## src/rtl/calc_operand_sequencer.sv

```systemverilog
// Keypad operand sequencer feeding the 6-bit plus/minus adder.
// Builds two decimal operands and an operator from single-key events.
// Drives registered operands and control to the adder.
// Captures the adder's sum and carry/borrow, and supports result chaining.
module calc_operand_sequencer #(
   parameter int unsigned W = 6
) (
   input  logic         clk,
   input  logic         rst_n,
   input  logic         key_valid,
   input  logic [3:0]   key_code,
   input  logic         mode,
   input  logic [W-1:0] adder_sum,
   input  logic [W-1:0] adder_cout,
   output logic [W-1:0] op_a,
   output logic [W-1:0] op_b,
   output logic         ctrl,
   output logic         mux_sel,
   output logic [W-1:0] result,
   output logic         carry_flag,
   output logic         res_valid,
   output logic         busy,
   output logic         key_err
);

   // Wide enough for 63*10+9 without wrapping.
   localparam int unsigned DW = W + 4;
   localparam logic [DW-1:0] MaxVal = DW'((1 << W) - 1);

   localparam logic [3:0] KeyPlus  = 4'd10;
   localparam logic [3:0] KeyMinus = 4'd11;
   localparam logic [3:0] KeyEq    = 4'd12;
   localparam logic [3:0] KeyClr   = 4'd13;

   typedef enum logic [1:0] {StA, StB, StExec, StRes} state_e;

   state_e       state_q, state_d;
   logic [W-1:0] op_a_q, op_a_d, op_b_q, op_b_d, result_q, result_d;
   logic         ctrl_q, ctrl_d, mux_sel_q, mux_sel_d, carry_q, carry_d;
   logic         res_valid_q, res_valid_d, busy_q, busy_d, key_err_q, key_err_d;
   logic         a_ent_q, a_ent_d, b_ent_q, b_ent_d;

   logic          is_digit, is_op, digit_ok;
   logic [W-1:0]  digit_base;
   logic [DW-1:0] digit_new;
   logic          unused_cout;

   // Only the MSB carry of the adder is meaningful here.
   assign unused_cout = ^adder_cout[W-2:0];

   // Decimal shift-in of the key digit into whichever operand is being entered.
   always_comb begin
      is_digit   = (key_code <= 4'd9);
      is_op      = (key_code == KeyPlus) || (key_code == KeyMinus);
      digit_base = (state_q == StB) ? op_b_q : op_a_q;
      digit_new  = {4'b0000, digit_base} * DW'(10) + {{(DW-4){1'b0}}, key_code};
      digit_ok   = (digit_new <= MaxVal);
   end

   // Next-state and output register computation.
   always_comb begin
      state_d     = state_q;
      op_a_d      = op_a_q;
      op_b_d      = op_b_q;
      ctrl_d      = ctrl_q;
      mux_sel_d   = mux_sel_q;
      result_d    = result_q;
      carry_d     = carry_q;
      res_valid_d = res_valid_q;
      a_ent_d     = a_ent_q;
      b_ent_d     = b_ent_q;
      key_err_d   = 1'b0;

      unique case (state_q)
         StA: begin
            if (key_valid) begin
               if (is_digit && digit_ok) begin
                  op_a_d  = digit_new[W-1:0];
                  a_ent_d = 1'b1;
               end else if (is_op && a_ent_q) begin
                  ctrl_d    = (key_code == KeyMinus);
                  mux_sel_d = mode;
                  op_b_d    = '0;
                  b_ent_d   = 1'b0;
                  state_d   = StB;
               end else begin
                  key_err_d = 1'b1;
               end
            end
         end
         StB: begin
            if (key_valid) begin
               if (is_digit && digit_ok) begin
                  op_b_d  = digit_new[W-1:0];
                  b_ent_d = 1'b1;
               end else if (is_op) begin
                  ctrl_d    = (key_code == KeyMinus);
                  mux_sel_d = mode;
               end else if (key_code == KeyEq && b_ent_q) begin
                  state_d = StExec;
               end else begin
                  key_err_d = 1'b1;
               end
            end
         end
         StExec: begin
            result_d    = adder_sum;
            carry_d     = adder_cout[W-1];
            res_valid_d = 1'b1;
            state_d     = StRes;
            key_err_d   = key_valid;
         end
         StRes: begin
            if (key_valid) begin
               if (is_digit) begin
                  op_a_d      = {{(W-4){1'b0}}, key_code};
                  op_b_d      = '0;
                  a_ent_d     = 1'b1;
                  b_ent_d     = 1'b0;
                  res_valid_d = 1'b0;
                  state_d     = StA;
               end else if (is_op) begin
                  op_a_d      = result_q;
                  ctrl_d      = (key_code == KeyMinus);
                  mux_sel_d   = mode;
                  op_b_d      = '0;
                  b_ent_d     = 1'b0;
                  res_valid_d = 1'b0;
                  state_d     = StB;
               end else if (key_code == KeyEq) begin
                  op_a_d      = result_q;
                  res_valid_d = 1'b0;
                  state_d     = StExec;
               end else begin
                  key_err_d = 1'b1;
               end
            end
         end
         default: state_d = StA;
      endcase

      // Clear overrides everything, including a key arriving during EXEC.
      if (key_valid && key_code == KeyClr) begin
         state_d     = StA;
         op_a_d      = '0;
         op_b_d      = '0;
         ctrl_d      = 1'b0;
         mux_sel_d   = 1'b0;
         result_d    = '0;
         carry_d     = 1'b0;
         res_valid_d = 1'b0;
         a_ent_d     = 1'b0;
         b_ent_d     = 1'b0;
         key_err_d   = 1'b0;
      end

      busy_d = (state_d == StExec);
   end

   // State and output registers.
   always_ff @(posedge clk or negedge rst_n) begin
      if (!rst_n) begin
         state_q     <= StA;
         op_a_q      <= '0;
         op_b_q      <= '0;
         ctrl_q      <= 1'b0;
         mux_sel_q   <= 1'b0;
         result_q    <= '0;
         carry_q     <= 1'b0;
         res_valid_q <= 1'b0;
         busy_q      <= 1'b0;
         key_err_q   <= 1'b0;
         a_ent_q     <= 1'b0;
         b_ent_q     <= 1'b0;
      end else begin
         state_q     <= state_d;
         op_a_q      <= op_a_d;
         op_b_q      <= op_b_d;
         ctrl_q      <= ctrl_d;
         mux_sel_q   <= mux_sel_d;
         result_q    <= result_d;
         carry_q     <= carry_d;
         res_valid_q <= res_valid_d;
         busy_q      <= busy_d;
         key_err_q   <= key_err_d;
         a_ent_q     <= a_ent_d;
         b_ent_q     <= b_ent_d;
      end
   end

   assign op_a       = op_a_q;
   assign op_b       = op_b_q;
   assign ctrl       = ctrl_q;
   assign mux_sel    = mux_sel_q;
   assign result     = result_q;
   assign carry_flag = carry_q;
   assign res_valid  = res_valid_q;
   assign busy       = busy_q;
   assign key_err    = key_err_q;

endmodule
```

## config.mk

```make
export PLATFORM = sky130hd
export DESIGN_NAME = calc_operand_sequencer
export DESIGN_NICKNAME = d
export VERILOG_FILES = /design/src/rtl/calc_operand_sequencer.sv
export SDC_FILE = /design/constraint.sdc
export NUM_CORES = 1
export LEC_CHECK = 0
export ABC_AREA = 1
export CAP_MARGIN = 10
export CORE_ASPECT_RATIO = 0.7
export CORE_MARGIN = 5
export CORE_UTILIZATION = 35
export DETAILED_ROUTE_END_ITERATION = 8
export PLACE_DENSITY = 0.58
export SLEW_MARGIN = 20
export SYNTH_ARGS = -nofsm -noshare
export SYNTH_HDL_FRONTEND = slang
export SYNTH_SLANG_ARGS = --single-unit
```

## constraint.sdc

```tcl
create_clock -name clk -period 3.3 [get_ports clk]
set_clock_uncertainty 0.1 [all_clocks]
set_input_delay 0.66 -clock clk [delete_from_list [all_inputs] [get_ports clk]]
set_output_delay 0.66 -clock clk [all_outputs]
set_load 0.01 [all_outputs]
```

Yosys cells after proc, flatten, opt, wreduce, memory -nomap -nowiden:

Cells that the tools add are included.

* $add $sub $neg: 1
* $mul: 1
* order comparisons: 2
* equal/unequal tests: 20
* mux-type cells: 87
* reductions and logical operators: 15

Operators by type and width (number)
* 6-bit two-way mux: 17
* 1-bit two-way mux: 49
* 2-bit two-way mux: 12
* 3-bit != test (second input constant): 7
* 6-bit case mux with 3 select lines: 1
* 4-bit == test (second input constant): 4
* 8-bit AND reduction: 2
* 6-bit case mux with 2 select lines: 1
* 10-bit by 4-bit adder with 10-bit output: 1
* 10-bit by 6-bit less-or-equal comparator with 1-bit output (second input constant): 1
* 5-bit AND reduction: 2
* 6-bit by 3-bit multiplier with 9-bit output (second input constant): 1
* 1-bit case mux with 3 select lines: 3
* 2-bit case mux with 4 select lines: 1
* 2-bit == test (second input constant): 3
* 3-bit by 2-bit != test with 1-bit output (second input constant): 2
* 3-bit nonzero test: 2
* 5-bit != test (second input constant): 1
* 4-bit less-or-equal comparator (second input constant): 1
* 1-bit logical AND: 4
* 4-bit != test (second input constant): 1
* 1-bit case mux with 2 select lines: 2
* 1-bit case mux with 4 select lines: 1
* 4-bit nonzero test: 1
* other kinds (6): 6

* bits in registers: 28
* output and inout port bits: 24
* logic and storage cells: 138

Depth between registers and ports, before layout:

* depth in word-level cells: 11
* depth in mapped cells: 25
* depth with buffers taken out: 24

Least setup slack after synthesis:

Ideal clock, no wire load.

* path kind: register to register
* start: register state_q[1]
* end: register op_a_q[5] (netlist: op_a[5])
* setup time: 0.123 ns
* arrival time: 3.048 ns
* data required time: 3.077 ns
* slack: 0.029 ns
* cell stages (with the launch flop): 21
* buffers on the path: 2
* period minus slack after synthesis: 3.271 ns
* cells stage by stage: dfrtp_1 inv_4 nand2_4 clkbuf_1 nand2_1 nand2_1 ha_1 ha_1 inv_1 fa_1 inv_1 nand3_1 a21oi_1 nand2_1 nor2_2 nand2_4 o21ai_4 nand2_2 buf_6 nand2_1 o21ai_2

* longest elaborated chain between the ends: 8
* elaborated cells between the ends (all ways): 18
* classes of those cells: add/sub: 1; mul: 1; order compare: 1; eq/ne: 6; mux: 5; reduce/logical: 4

RTL lines
* from (decl): line 37 `state_e state_q, state_d;`
* from (signal assigned): line 163 `state_q <= StA;`
* from (signal assigned): line 176 `state_q <= state_d;`
* 2-bit by 1-bit == test with 1-bit output: line 55 `digit_base = (state_q == StB) ? op_b_q : op_a_q;`
* 6-bit two-way mux: line 55
* 6-bit by 3-bit multiplier with 9-bit output: line 56 `digit_new = {4'b0000, digit_base} * DW'(10) + {{(DW-4){1'b0}}, key_code};`
* 10-bit by 4-bit adder with 10-bit output: line 56
* 10-bit by 6-bit less-or-equal comparator with 1-bit output or 6-bit two-way mux (tied branches): line 57, 77
* 1-bit logical AND or 6-bit two-way mux (tied branches)
* 3-bit != test (no source line) or 6-bit case mux with 2 select lines (tied branches)
* 5-bit AND reduction (no source line) or 6-bit two-way mux (tied branches)
* to (signal assigned): line 177 `op_a_q <= op_a_d;`
* to (decl): line 38 `logic [W-1:0] op_a_q, op_a_d, op_b_q, op_b_d, result_q, result_d;`

Parallel ways exist; a longest one is shown, timed or not. The select of a mux whose other input is x is not followed.
A chain may end at the register's enable or synchronous reset.

Worst setup path in the final report:

* start: register state_q[1]
* end: register a_ent_q

* longest elaborated chain between the ends: 8
* elaborated cells between the ends (all ways): 16
* classes of those cells: add/sub: 1; mul: 1; order compare: 1; eq/ne: 6; mux: 3; reduce/logical: 4

RTL lines
* 2-bit by 1-bit == test with 1-bit output: line 55
* 6-bit two-way mux: line 55
* 6-bit by 3-bit multiplier with 9-bit output: line 56
* 10-bit by 4-bit adder with 10-bit output: line 56
* 10-bit by 6-bit less-or-equal comparator with 1-bit output: line 57 `digit_ok = (digit_new <= MaxVal);`
* 1-bit logical AND: line 77 `if (is_digit && digit_ok) begin`
* 3-bit != test (no source line)
* 5-bit AND reduction (no source line)
* to (signal assigned): line 186 `a_ent_q <= a_ent_d;`
* to (decl): line 41 `logic a_ent_q, a_ent_d, b_ent_q, b_ent_d;`

Parallel ways exist; a longest one is shown, timed or not.

==> flow_results.org <==
** Status
- The run finished with clean final reports.

** Power
- Static leakage :: 0.001580 µW
- Power Internal :: 1957 µW
- Power consumption :: 3818 µW
- Net switching is between 40 and 50% of the power.
- For this design the ratio of total power to cell area is 1198 mW/mm².
- In this run the power spent charging and discharging nets is about 1900 µW.
- Of the total power, combinational logic draws between 70% and 80%.
- The clock network burns between 7 and 8% of the power.
- Peak ir drop on the vdd network :: 0.4721 mV
- Proportion of power drawn by flip-flops and latches :: roughly 16%

** CTS
- Clock latency on the worst-skew pair :: 280 ps
- Buffers inserted during clock tree synthesis total 3.
- CTS sink cnt :: 28
- Clock-pin slew was measured on the worst setup and hold paths at roughly 100 ps.
- TritonCTS built the clock tree.
- CTS max path bufs :: 2
- In this run the clock root is driven by a sky130_fd_sc_hd__clkbuf_8.
- CTS built an H-tree with a depth of 1.

** Route
- Routed signal wires occupy layers up through met4.
- In the final routing, the length of wire on met1 measures ~3.4 mm.
- The pre-antenna-repair detailed-routing pass consisted of 4 iterations.
- The count of nets left with antenna violations once routing finished came out at 0.
- Wires add up to about 6.6 mm.
- For this run, design rule violations remaining after detail routing come to 0.
- Detailed routing placed a total of 2.701 mm of wire on met2.
- Detailed-routed wire length on met3 :: ~510 µm
- Vias after detailed routing :: around 2300
- In the routed layout, each cell is associated on average with a via count of between 5 and 6.
- The detailed router finished its first iteration with around 190 violations.
- After detailed routing, the average wire length per cell comes to 14.31 µm.

** Placed design
- Including well taps, the total number of placed cells is 451.
- Once detailed placement completed, the half-perimeter wirelength came to between 5 and 6 mm.
- RD Place Congestion :: between 0.8 and 0.9
- The count of buffers added on input and output ports is 38.
- Summing all placed instances gives a cell area of about 0.0028 mm².

** Synthesis
- Synthesis produced a netlist whose cell count is 317.
- Counting distinct cell types in the post-synthesis netlist gives 35.
- Top-area cell type share of the netlist area :: 31.73%
- Counting every net in the synthesized netlist gives approximately 350.
- Average size of a mapped cell :: approximately 7.0 µm²
- Number of enable flip-flop cells after synthesis :: 0
- The synthesized design contains 28 register bits.
- Leading cell types by total area after synthesis :: sky130_fd_sc_hd__dfrtp_1 (32%), sky130_fd_sc_hd__nand2_1 (14%), sky130_fd_sc_hd__inv_1 (8.7%)
- In the synthesized netlist the async set-or-reset flop fraction comes to 100.0%.
- Yosys printed 0 warnings.
- Mapped Area :: about 0.0022 mm²
- Primary flip-flop cell chosen by synthesis mapping :: sky130_fd_sc_hd__dfrtp_1
- Sequential-to-total area share from yosys stat :: around a third
- Dominant cell type by area after synthesis :: sky130_fd_sc_hd__dfrtp_1

** Floorplan
- From left edge to right edge, the die measures between 100 and 150 µm.
- Row cnt :: 24
- Height of the chip :: 76.46 µm
- Io pins :: 44
- Total die area :: 0.008024 mm²
- Core Region :: between 0.006 and 0.007 mm²
- For this configuration, the core starts out at a cell density of 35.70%.

** Final layout
- Cells with a size suffix above 1 make up 27.42% of the layout.
- Fin cells :: approximately 460
- Number of inserted diodes :: 0
- Layout Utilization :: 51.52%
- Net count, final :: 416
- Leaving out fill and tap cells, the most frequent cells in the layout are sky130_fd_sc_hd__nand2_1 (68), sky130_fd_sc_hd__inv_1 (47), sky130_fd_sc_hd__clkdlybuf4s50_1 (38).
- Most common cell after layout, fill and taps aside :: sky130_fd_sc_hd__nand2_1
- Total non-filler cell area in the finished layout :: around 0.0032 mm²
- Area overhead of the layout relative to synthesis :: 44.31%

** Critical path
- Setup crit end :: a_ent_q$_DFFE_PN0P_
- Reg-to-reg setup timing slack :: approximately 110 ps
- The worst register-to-register path ends at a_ent_q$_DFFE_PN0P_.
- The startpoint identified for the worst register-to-register timing path is state_q[1]$_DFF_PN0_.
- The critical path is of the reg -> reg type.
- Of all nets on the critical path, the largest fanout is 8.
- Data required, critical path :: 3380 ps
- At the worst endpoint, the arrival time is approximately 3300 ps.
- Kind of start point of the critical path :: flop
- The most critical setup path has its startpoint at state_q[1]$_DFF_PN0_.
- The worst register-to-register path has a depth of 21.
- STA classifies the critical path endpoint as a flop.

** STA
- For the pin with the worst max-slew slack, the measured transition is 601.2 ps.
- Slew margin rel. :: 59.92%
- On the final layout, the worst hold slack is between 300 and 400 ps.
- Final slew viol count :: 0
- Final min period :: approximately 3200 ps
- Count of endpoints failing hold in the final timing report :: 0
- Static timing analysis puts the maximum clock frequency at about 310 MHz.
- Dividing the final minimum period by the clock period gives just under 100%.
- RSZ-0062 raised after global routing :: yes
- Setup-failing EPs final :: 0

** Global route
- The initial antenna violation count was 0.
- GR Util All Layers :: roughly 16%
- Pin count of the biggest net entering global routing :: 29
- The first global-routing pass estimated between 10 and 15 mm of wire.
- The total overflow left after global routing is 0.
- The number of global-route vias before repair came to roughly 2200.

** Min path
- The startpoint identified for the worst hold timing path is a_ent_q$_DFFE_PN0P_.
- Type of the tightest min-delay check :: reg -> reg

** Flow run
- The tool flagged a number of max-cap violations equal to 0.
[power by group through the flow]
stage          Sequential [µW]  Combinational [µW]  Clock (µW)
4_1_cts                    611                2440         279
2_1_floorplan              660                1480           0
3_3_place_gp               617                2380           0
5_1_grt                    648                3220         295
6_report                   622                2920         278
3_5_place_dp               618                2410           0
[synth_stat cells, drive strengths merged (3+ instances only)]
master,number
ha,10
nand4,5
buf,3
a31oi,9
dfrtp,28
nand2,96
nand3,32
inv,53
o21ai,13
nor2,30
o22ai,3
nor3,5
clkbuf,4
a21oi,11
[kinds of logic (layout without fill, tap and decap cells)]
logic type               count (synthesis)  count (layout)  share of synthesized area [%]
AO/OA/AOI/OAI                           42              42                          13.09
XOR/XNOR                                 2               2                         0.7933
adder cells (fa/ha/maj)                 12              12                          7.479
buffers and inverters                   61             126                          11.16
flip-flops                              28              28                          31.73
multiplexers                             1               1                         0.5099
AND/OR/NAND/NOR                        171             172                          35.24
[how the worst min path moves through the flow]
stage                                     end  slack [ps]  cells after the start
after detailed placement  a_ent_q$_DFFE_PN0P_         360                      2
after floorplan           a_ent_q$_DFFE_PN0P_         260                      0
final                     a_ent_q$_DFFE_PN0P_         380                      2
after global routing      a_ent_q$_DFFE_PN0P_         410                      2
after global placement    b_ent_q$_DFFE_PN0P_         360                      2
after CTS                 a_ent_q$_DFFE_PN0P_         390                      2
[metrics by stage]
stage | setup TNS [ps] | worst slack (ps)
6_report | 0 | 107.5
2_1_floorplan | 0 | 28.98
3_5_place_dp | -230.6 | -57.47
5_1_grt | -366.1 | -69.64
3_3_place_gp | 0 | 21.92
4_1_cts | 0 | 4.894
[per-layer routing]
metal,vias to the layer above,GRT usage (%)
met5,-,0
met4,0,1.533
met3,2,3.218
met2,81,22.36
met1,1095,25.77
li1,1149,-
[critical path, cell delays in order, from the launching register on]
cell and delay (ps):
sky130_fd_sc_hd__dfrtp_1 420, sky130_fd_sc_hd__inv_4 90, sky130_fd_sc_hd__nand2_8 90, sky130_fd_sc_hd__o21ai_2 240, sky130_fd_sc_hd__ha_4 180, sky130_fd_sc_hd__ha_4 130
sky130_fd_sc_hd__inv_2 40, sky130_fd_sc_hd__fa_2 400, sky130_fd_sc_hd__buf_6 130, sky130_fd_sc_hd__nand2_2 60, sky130_fd_sc_hd__nand2_2 60, sky130_fd_sc_hd__inv_2 60
sky130_fd_sc_hd__nand3_2 70, sky130_fd_sc_hd__a21oi_2 120, sky130_fd_sc_hd__nand2_1 90, sky130_fd_sc_hd__nor2_4 110, sky130_fd_sc_hd__nand2_4 90, sky130_fd_sc_hd__o21ai_4 260
sky130_fd_sc_hd__buf_4 160, sky130_fd_sc_hd__nand3_1 60, sky130_fd_sc_hd__nand2_1 60, sky130_fd_sc_hd__nand2_1 40
[area by class of cell]
| type | instances | area [µm²] |
|---|---|---|
| clock buffer | 3 | 41.29 |
| clock inverter | 1 | 30.03 |
| fill | 606 | 2999 |
| inverter | 54 | 212.7 |
| multi-input combinational | 229 | 1479 |
| sequential | 28 | 701.9 |
| tap | 78 | 97.59 |
| timing repair buffer | 68 | 624.3 |
[sequential cells by signal, indices dropped and copies added, names as in the netlist, 2 cells and up]
name     count
state_q      2
result       6
op_b         6
op_a         6
[timing repair]
action / CTS / global route
cloned: 0 / 1
endpoints found under the setup margin: 12 / 17
pin swaps: 2 / 21
hold buffers: 0 / 0
buffers inserted: 0 / 5
gates resized for setup: 3 / 59
No activity file was read; power rests on OpenSTA's default activity.
